==> config.mk <==
export PLATFORM = sky130hd
export DESIGN_NAME = cpu_fsm
export DESIGN_NICKNAME = d
export VERILOG_FILES = /design/src/rtl/cpu_fsm_pkg.sv /design/src/rtl/cpu_fsm_instr_dec.sv /design/src/rtl/cpu_fsm.sv
export SDC_FILE = /design/constraint.sdc
export NUM_CORES = 1
export LEC_CHECK = 0
export ABC_AREA = 1
export CAP_MARGIN = 20
export CORE_UTILIZATION = 34
export CTS_CLUSTER_SIZE = 20
export DETAILED_ROUTE_END_ITERATION = 12
export PLACE_DENSITY = 0.76
export SETUP_SLACK_MARGIN = 0.2
export SLEW_MARGIN = 20
export SYNTH_ARGS = -nofsm -noshare
export SYNTH_HDL_FRONTEND = slang
export SYNTH_SLANG_ARGS = --single-unit
==> constraint.sdc <==
create_clock -name clk -period 1 [get_ports clk]
set_input_delay 0.15 -clock clk [delete_from_list [all_inputs] [get_ports clk]]
set_output_delay 0.15 -clock clk [all_outputs]
set_load 0.03 [all_outputs]
==> src/rtl/cpu_fsm_pkg.sv <==
// cpu_fsm_pkg: shared encodings for the instruction-sequencing FSM.
//   - FSM state encoding
//   - opcode / op field constants
//   - nsel (one-hot register select) and vsel (write-back mux) codes
//   - instruction class enum and a classify() helper used by decode/FSM
package cpu_fsm_pkg;

    localparam int IW = 16;

    typedef enum logic [2:0] {
        S_WAIT      = 3'd0,
        S_DECODE    = 3'd1,
        S_WRITE_IMM = 3'd2,
        S_GET_A     = 3'd3,
        S_GET_B     = 3'd4,
        S_EXEC      = 3'd5,
        S_WRITE_REG = 3'd6
    } state_e;

    localparam logic [2:0] OPC_MOV = 3'b110;
    localparam logic [2:0] OPC_ALU = 3'b101;

    localparam logic [1:0] OP_ADD  = 2'b00;
    localparam logic [1:0] OP_CMP  = 2'b01;
    localparam logic [1:0] OP_AND  = 2'b10;
    localparam logic [1:0] OP_MVN  = 2'b11;
    localparam logic [1:0] OP_MOVI = 2'b10;
    localparam logic [1:0] OP_MOVR = 2'b00;

    localparam logic [2:0] NSEL_RN   = 3'b100;
    localparam logic [2:0] NSEL_RD   = 3'b010;
    localparam logic [2:0] NSEL_RM   = 3'b001;
    localparam logic [2:0] NSEL_NONE = 3'b000;

    localparam logic [1:0] VSEL_C    = 2'b00;
    localparam logic [1:0] VSEL_IMM8 = 2'b01;

    typedef enum logic [2:0] {
        I_ILL  = 3'd0,
        I_MOVI = 3'd1,
        I_MOVR = 3'd2,
        I_ADD  = 3'd3,
        I_CMP  = 3'd4,
        I_AND  = 3'd5,
        I_MVN  = 3'd6
    } iclass_e;

    // Control strobes driven toward the datapath, gathered so the output
    // decode can default everything in one assignment.
    typedef struct packed {
        logic       w;
        logic [2:0] nsel;
        logic       write;
        logic [1:0] vsel;
        logic       loada;
        logic       loadb;
        logic       asel;
        logic       bsel;
        logic [1:0] shift;
        logic [1:0] aluop;
        logic       loadc;
        logic       loads;
    } ctrl_t;

    function automatic iclass_e classify(input logic [2:0] opc, input logic [1:0] op);
        iclass_e c;
        c = I_ILL;
        if (opc == OPC_MOV) begin
            if (op == OP_MOVI)      c = I_MOVI;
            else if (op == OP_MOVR) c = I_MOVR;
        end else if (opc == OPC_ALU) begin
            case (op)
                OP_ADD:  c = I_ADD;
                OP_CMP:  c = I_CMP;
                OP_AND:  c = I_AND;
                default: c = I_MVN;
            endcase
        end
        return c;
    endfunction

endpackage

==> src/rtl/cpu_fsm_instr_dec.sv <==
// instr_dec: combinational field split of the instruction register.
//   ir_i        held instruction word
//   nsel_i      one-hot register select (Rn / Rd / Rm / none)
//   opcode_o    IR[15:13]     op_o  IR[12:11]     sh_o  IR[4:3]
//   sximm8_o    sign-extended IR[7:0]
//   sximm5_o    sign-extended IR[4:0]
//   readnum_o   register index picked by nsel_i (0 when none)
//   writenum_o  same index as readnum_o
module instr_dec
    import cpu_fsm_pkg::*;
(
    input  logic [IW-1:0] ir_i,
    input  logic [2:0]    nsel_i,
    output logic [2:0]    opcode_o,
    output logic [1:0]    op_o,
    output logic [1:0]    sh_o,
    output logic [IW-1:0] sximm8_o,
    output logic [IW-1:0] sximm5_o,
    output logic [2:0]    readnum_o,
    output logic [2:0]    writenum_o
);

    logic [2:0] rn, rd, rm;
    logic [2:0] regnum;

    assign opcode_o = ir_i[15:13];
    assign op_o     = ir_i[12:11];
    assign rn       = ir_i[10:8];
    assign rd       = ir_i[7:5];
    assign sh_o     = ir_i[4:3];
    assign rm       = ir_i[2:0];

    assign sximm8_o = {{8{ir_i[7]}}, ir_i[7:0]};
    assign sximm5_o = {{11{ir_i[4]}}, ir_i[4:0]};

    always_comb begin
        regnum = 3'b000;
        case (nsel_i)
            NSEL_RN: regnum = rn;
            NSEL_RD: regnum = rd;
            NSEL_RM: regnum = rm;
            default: regnum = 3'b000;
        endcase
    end

    // The register file uses one shared index for read and write.
    assign readnum_o  = regnum;
    assign writenum_o = regnum;

endmodule

==> src/rtl/cpu_fsm.sv <==
// cpu_fsm: instruction register plus Moore FSM that sequences the datapath.
//   clk, reset      clock and synchronous active-high reset
//   s, load, in     start, IR load, instruction word (honoured only in WAIT)
//   w               idle/ready in WAIT
//   nsel, readnum, writenum, write, vsel   register-file controls
//   loada, loadb, asel, bsel, shift, ALUop, loadc, loads  datapath controls
//   sximm8, sximm5  sign-extended immediates from the IR
module cpu_fsm (
    input  logic        clk,
    input  logic        reset,
    input  logic        s,
    input  logic        load,
    input  logic [15:0] in,
    output logic        w,
    output logic [2:0]  nsel,
    output logic [2:0]  readnum,
    output logic [2:0]  writenum,
    output logic        write,
    output logic [1:0]  vsel,
    output logic        loada,
    output logic        loadb,
    output logic        asel,
    output logic        bsel,
    output logic [1:0]  shift,
    output logic [1:0]  ALUop,
    output logic        loadc,
    output logic        loads,
    output logic [15:0] sximm8,
    output logic [15:0] sximm5
);
    import cpu_fsm_pkg::*;

    state_e      state_q, state_d;
    logic [15:0] ir_q, ir_d;

    logic [2:0]  opcode;
    logic [1:0]  op;
    logic [1:0]  sh;
    iclass_e     cls;
    ctrl_t       ctrl;

    instr_dec u_dec (
        .ir_i       (ir_q),
        .nsel_i     (ctrl.nsel),
        .opcode_o   (opcode),
        .op_o       (op),
        .sh_o       (sh),
        .sximm8_o   (sximm8),
        .sximm5_o   (sximm5),
        .readnum_o  (readnum),
        .writenum_o (writenum)
    );

    assign cls = classify(opcode, op);

    // IR only captures in WAIT so it stays stable for the whole instruction.
    assign ir_d = (state_q == S_WAIT && load) ? in : ir_q;

    always_ff @(posedge clk) begin
        if (reset) begin
            state_q <= S_WAIT;
            ir_q    <= '0;
        end else begin
            state_q <= state_d;
            ir_q    <= ir_d;
        end
    end

    // Next state. In WAIT the decode of a same-edge load is taken care of by
    // DECODE reading the freshly captured IR one cycle later.
    always_comb begin
        state_d = state_q;
        case (state_q)
            S_WAIT:   if (s) state_d = S_DECODE;
            S_DECODE: begin
                case (cls)
                    I_MOVI:               state_d = S_WRITE_IMM;
                    I_MOVR, I_MVN:        state_d = S_GET_B;
                    I_ADD, I_AND, I_CMP:  state_d = S_GET_A;
                    default:              state_d = S_WAIT;
                endcase
            end
            S_GET_A:     state_d = S_GET_B;
            S_GET_B:     state_d = S_EXEC;
            S_EXEC:      state_d = (cls == I_CMP) ? S_WAIT : S_WRITE_REG;
            S_WRITE_IMM: state_d = S_WAIT;
            S_WRITE_REG: state_d = S_WAIT;
            default:     state_d = S_WAIT;
        endcase
    end

    // Moore outputs: a function of state and the (stable) IR only.
    always_comb begin
        ctrl = '0;
        case (state_q)
            S_WAIT: ctrl.w = 1'b1;
            S_WRITE_IMM: begin
                ctrl.nsel  = NSEL_RN;
                ctrl.vsel  = VSEL_IMM8;
                ctrl.write = 1'b1;
            end
            S_GET_A: begin
                ctrl.nsel  = NSEL_RN;
                ctrl.loada = 1'b1;
            end
            S_GET_B: begin
                ctrl.nsel  = NSEL_RM;
                ctrl.loadb = 1'b1;
                ctrl.shift = sh;
            end
            S_EXEC: begin
                ctrl.shift = sh;
                // MOV-shift and MVN pass B through, so zero the A side.
                ctrl.asel  = (cls == I_MOVR) || (cls == I_MVN);
                ctrl.aluop = (opcode == OPC_ALU) ? op : OP_ADD;
                ctrl.loadc = (cls != I_CMP);
                ctrl.loads = (cls == I_CMP);
            end
            S_WRITE_REG: begin
                ctrl.nsel  = NSEL_RD;
                ctrl.vsel  = VSEL_C;
                ctrl.write = 1'b1;
            end
            default: ctrl = '0;
        endcase
    end

    assign w     = ctrl.w;
    assign nsel  = ctrl.nsel;
    assign vsel  = ctrl.vsel;
    assign asel  = ctrl.asel;
    assign bsel  = ctrl.bsel;
    assign shift = ctrl.shift;
    assign ALUop = ctrl.aluop;

    // Reset kills every state-changing strobe combinationally so a reset
    // landing mid-instruction never produces a partial write-back.
    assign write = ctrl.write & ~reset;
    assign loada = ctrl.loada & ~reset;
    assign loadb = ctrl.loadb & ~reset;
    assign loadc = ctrl.loadc & ~reset;
    assign loads = ctrl.loads & ~reset;

endmodule

==> metrics.txt <==
# TYPE chip_impl_metric gauge
chip_impl_metric{name="critical_path_arrival",unit="ns"} 1.51
chip_impl_metric{name="area_growth_syn_to_layout",unit="%"} 139
chip_impl_metric{name="grt_max_degree",unit=""} 15
chip_impl_metric{name="gr-total-overflow",unit=""} 0
chip_impl_metric{name="fmax",unit="GHz"} 0.604
chip_impl_metric{name="initial_utilization",unit="%"} 35.2
chip_impl_metric{name="fin_crit",unit="ns"} 1.66
chip_impl_metric{name="drive_gt1_share",unit="%"} 80.3
chip_impl_info{name="violations",value="negative setup slack"} 1
chip_impl_info{name="setup.worst_path.start_class",value="flip-flop"} 1
chip_impl_metric{name="critPathRequiredTime",unit="ns"} 0.85
chip_impl_metric{name="final_max_slew_viol_count",unit=""} 0
chip_impl_info{name="worst_path_dominant_cell_family",value="buffers and inverters"} 1
chip_impl_info{name="critPathMostFrequentCell",value="sky130_fd_sc_hd__inv_2"} 1
chip_impl_metric{name="cts-root-to-sink-buffers",unit=""} 2
chip_impl_metric{name="totalWireLength",unit="um"} 5820
chip_impl_metric{name="via_count_of_the_first_global_routing_pass",unit=""} 1600
chip_impl_info{name="critPathKind",value="flip-flop to output port"} 1
chip_impl_metric{name="clk_transition_reported_paths",unit="ns"} 0.08
chip_impl_metric{name="core_region_area",unit="um2"} 3660
chip_impl_info{name="hold_path_startpoint",value="in[14]"} 1
chip_impl_metric{name="pin_slew_with_the_least_headroom_to_its_limit",unit="ns"} 0.820
chip_impl_metric{name="drt.antenna.violating_nets",unit=""} 0
chip_impl_metric{name="final_critical_path_setup_slack",unit="ns"} -0.657
chip_impl_metric{name="timing.final.hold_violations",unit=""} 0
chip_impl_metric{name="critical_path.n_buffers_inverters",unit=""} 5
chip_impl_metric{name="port_buffers",unit=""} 72
chip_impl_info{name="outcome",value="complete, but fails checks"} 1
chip_impl_metric{name="power_leakage",unit="nW"} 1.38
chip_impl_metric{name="fin_nets",unit=""} 312
chip_impl_metric{name="detail_route.iter0.violations",unit=""} 49
chip_impl_metric{name="route.detailed.drc",unit=""} 0
chip_impl_metric{name="gp_congestion",unit=""} 0.826
chip_impl_metric{name="placedInstanceArea",unit="um2"} 2200
chip_impl_metric{name="worst_hold_path.num_cells",unit=""} 3
chip_impl_metric{name="synth.lib_cells_used.distinct",unit=""} 24
chip_impl_metric{name="avgRoutedWirePerCell",unit="um"} 17.3
chip_impl_metric{name="final.setup_skew",unit="ns"} 0.00121
chip_impl_info{name="crit_path_end_kind",value="output port"} 1
chip_impl_metric{name="pin_count",unit=""} 75
chip_impl_metric{name="fp-row-count",unit=""} 22
chip_impl_info{name="worst_setup_path_startpoint",value="ir_q[12]"} 1
chip_impl_info{name="worst_path_cell_with_the_longest_stage_delay",value="sky130_fd_sc_hd__dfxtp_2"} 1
chip_impl_metric{name="detail_route.first_pass.iterations",unit=""} 4
chip_impl_metric{name="yosys_warnings",unit=""} 0
chip_impl_info{name="crit-reg2reg-launch",value="ir_q[12]"} 1
chip_impl_metric{name="worstPathMaxFanout",unit=""} 3
chip_impl_metric{name="post_synth_inst_count",unit=""} 183
chip_impl_metric{name="cts_max_level",unit=""} 1
chip_impl_metric{name="cp_slowest_stage_delay",unit="ns"} 0.35
chip_impl_metric{name="worst_slew_margin_rel",unit="%"} 45.3
chip_impl_metric{name="post_route_cell_area",unit="um2"} 3080
chip_impl_metric{name="maxCapViolations",unit=""} 0
chip_impl_metric{name="dieArea",unit="um2"} 4040
chip_impl_metric{name="synth.avg_cell_area",unit="um2"} 7.05
chip_impl_metric{name="worstRegToRegCells",unit=""} 10
chip_impl_info{name="min_path_type",value="input pin to flip-flop"} 1
chip_impl_metric{name="diodes",unit=""} 0
chip_impl_metric{name="insertion_delay",unit="ns"} 0.26
chip_impl_metric{name="grt_use_total",unit="%"} 25.0
chip_impl_metric{name="fin_worst_hold_slack",unit="ns"} 0.467
chip_impl_metric{name="via_count",unit=""} 1659
chip_impl_metric{name="crit_cells",unit=""} 9
chip_impl_info{name="tritoncts",value="built"} 1
chip_impl_metric{name="yosysSeqAreaShare",unit="%"} 29.5
chip_impl_info{name="unrepaired_setup_endpoints_after_global_routing",value="true"} 1
chip_impl_info{name="root_buffer",value="sky130_fd_sc_hd__clkbuf_8"} 1
chip_impl_metric{name="avgViaCountPerCell",unit=""} 4.92
chip_impl_metric{name="layout_worst_path_cycle_share",unit="%"} 166
chip_impl_metric{name="powerDensity",unit="nW/um2"} 939
chip_impl_metric{name="die_height",unit="um"} 63.6
chip_impl_metric{name="timing.final.setup_violations",unit=""} 62
chip_impl_metric{name="ys_ff_latch",unit=""} 19
chip_impl_info{name="crit_path_cell_trace",value="inv_2, ha_4, inv_1, nand4_1, nand2_1, inv_2, nand2_2, inv_2, buf_6"} 1
chip_impl_metric{name="wire_length_of_the_first_global_routing_pass",unit="um"} 7750
chip_impl_metric{name="clock_sink_count",unit=""} 19
chip_impl_metric{name="antenna_found_initial",unit=""} 0
chip_impl_metric{name="die_width",unit="um"} 63.6
chip_impl_metric{name="tritoncts.num_buffers",unit=""} 3
chip_impl_metric{name="hpwlAfterDp",unit="um"} 2610
chip_impl_metric{name="max-vdd-ir-drop",unit="V"} 0.000861
chip_impl_metric{name="syn_area",unit="um2"} 1290
worst register-to-register path, cell delays in order, from the launching register on:
cell and delay, ns:
sky130_fd_sc_hd__dfxtp_2 0.35, sky130_fd_sc_hd__inv_2 0.05, sky130_fd_sc_hd__ha_4 0.16, sky130_fd_sc_hd__inv_1 0.10
sky130_fd_sc_hd__nand4_1 0.13, sky130_fd_sc_hd__nand2_1 0.15, sky130_fd_sc_hd__inv_2 0.08, sky130_fd_sc_hd__buf_6 0.11
sky130_fd_sc_hd__buf_6 0.11, sky130_fd_sc_hd__nor2_2 0.13, sky130_fd_sc_hd__a21oi_2 0.08
synth_stat cells:
cell                       count  area share, %
sky130_fd_sc_hd__nand2_2       3            1.5
sky130_fd_sc_hd__buf_8         1            1.2
sky130_fd_sc_hd__nand3_1      10            3.9
sky130_fd_sc_hd__o211ai_1      1           0.58
sky130_fd_sc_hd__buf_4        38             22
sky130_fd_sc_hd__nand2_8       1            1.6
sky130_fd_sc_hd__conb_1        1           0.29
sky130_fd_sc_hd__nor2_2        1           0.49
sky130_fd_sc_hd__inv_6         1           0.68
sky130_fd_sc_hd__clkbuf_1      1           0.29
sky130_fd_sc_hd__nand3_4       1            1.4
sky130_fd_sc_hd__ha_1          2            1.9
sky130_fd_sc_hd__o21ai_0       8            3.1
sky130_fd_sc_hd__inv_1        22            6.4
sky130_fd_sc_hd__nor2_1       12            3.5
sky130_fd_sc_hd__buf_1         1           0.29
sky130_fd_sc_hd__nor3_1        4            1.6
sky130_fd_sc_hd__dfxtp_1      19             29
sky130_fd_sc_hd__o21ai_1       4            1.6
sky130_fd_sc_hd__a21oi_1      19            7.4
sky130_fd_sc_hd__o221ai_1      3            2.0
sky130_fd_sc_hd__nand4_1       1           0.49
sky130_fd_sc_hd__nand2_1      25            7.3
sky130_fd_sc_hd__inv_2         4            1.2
state kept, by name (all words and copies together) (netlist names):
name     flops
state_q      3
ir_q        16
cell type report:
class / count / area (um2)
clock inverters: 1 / 5.00
flip-flops and latches: 19 / 410
clock buffers: 3 / 41.3
fillers: 186 / 579
well taps: 48 / 60.1
multi-input cells: 100 / 981
inverters: 27 / 126
repair buffers: 139 / 1460
cell usage in the layout, fill, tap and decap left out, drive strengths merged:
cell type	instances
o211ai	1
ha	2
nand4	1
a21oi	19
o221ai	3
nand2	32
nor3	4
clkbuf	3
conb	2
o21ai	12
buf	120
clkinv	1
clkdlybuf4s50	18
inv	27
nand3	11
dlygate4sd2	1
nor2	13
dfxtp	19
power by group:
group	total [mW]	switching [mW]	internal [mW]
clock	0.566	0.288	0.278
sequential	0.879	0.0580	0.821
combinational	1.45	0.779	0.672
total	2.90	1.12	1.77
per-layer routing:
layer | up-vias | wire, um | GRT usage [%]
met5 | - | 0 | 0
met4 | 0 | 260 | 8.81
met3 | 28 | 321 | 5.98
met2 | 88 | 3210 | 47.9
met1 | 774 | 2020 | 25.9
li1 | 769 | - | -
worst paths after layout:
path / end / slack [ns]
max: loadc / -0.66
min: ir_q[14] / 0.47
min reg2reg: ir_q[6] / 0.49
max reg2reg: state_q[2] / -0.55
timing repair:
| action | in CTS | in global routing |
|---|---|---|
| endpoints found under the setup margin | 72 | 72 |
| hold buffers | 0 | 0 |
| gates cloned | 4 | 1 |
| buffers inserted | 16 | 9 |
| pin swaps | 22 | 20 |
| gates resized for setup | 119 | 48 |
cell families (layout without fill, tap and decap cells):
| group | after synthesis | count (layout) | share of synthesized area, % |
|---|---|---|---|
| compound gates | 35 | 35 | 14.6 |
| fa+ha+maj | 2 | 2 | 1.94 |
| buf+inv | 68 | 170 | 32.1 |
| flops | 19 | 19 | 29.5 |
| other cells | 1 | 2 | 0.291 |
| simple gates | 58 | 61 | 21.5 |
metrics by stage:
stage	worst slack (ns)	setup TNS, ns	utilization, %	total power [mW]	instances
floorplan	-0.464	-5.43	-	1.60	184
detailed placement	-0.348	-9.35	60.0	1.87	303
global route	-0.756	-22.58	84.2	3.01	337
CTS	-0.608	-15.59	76.6	2.69	327
global placement	-0.330	-8.63	60.0	1.85	303
finish	-0.657	-20.50	84.2	2.90	337
Power figures use the tool's default switching activity.
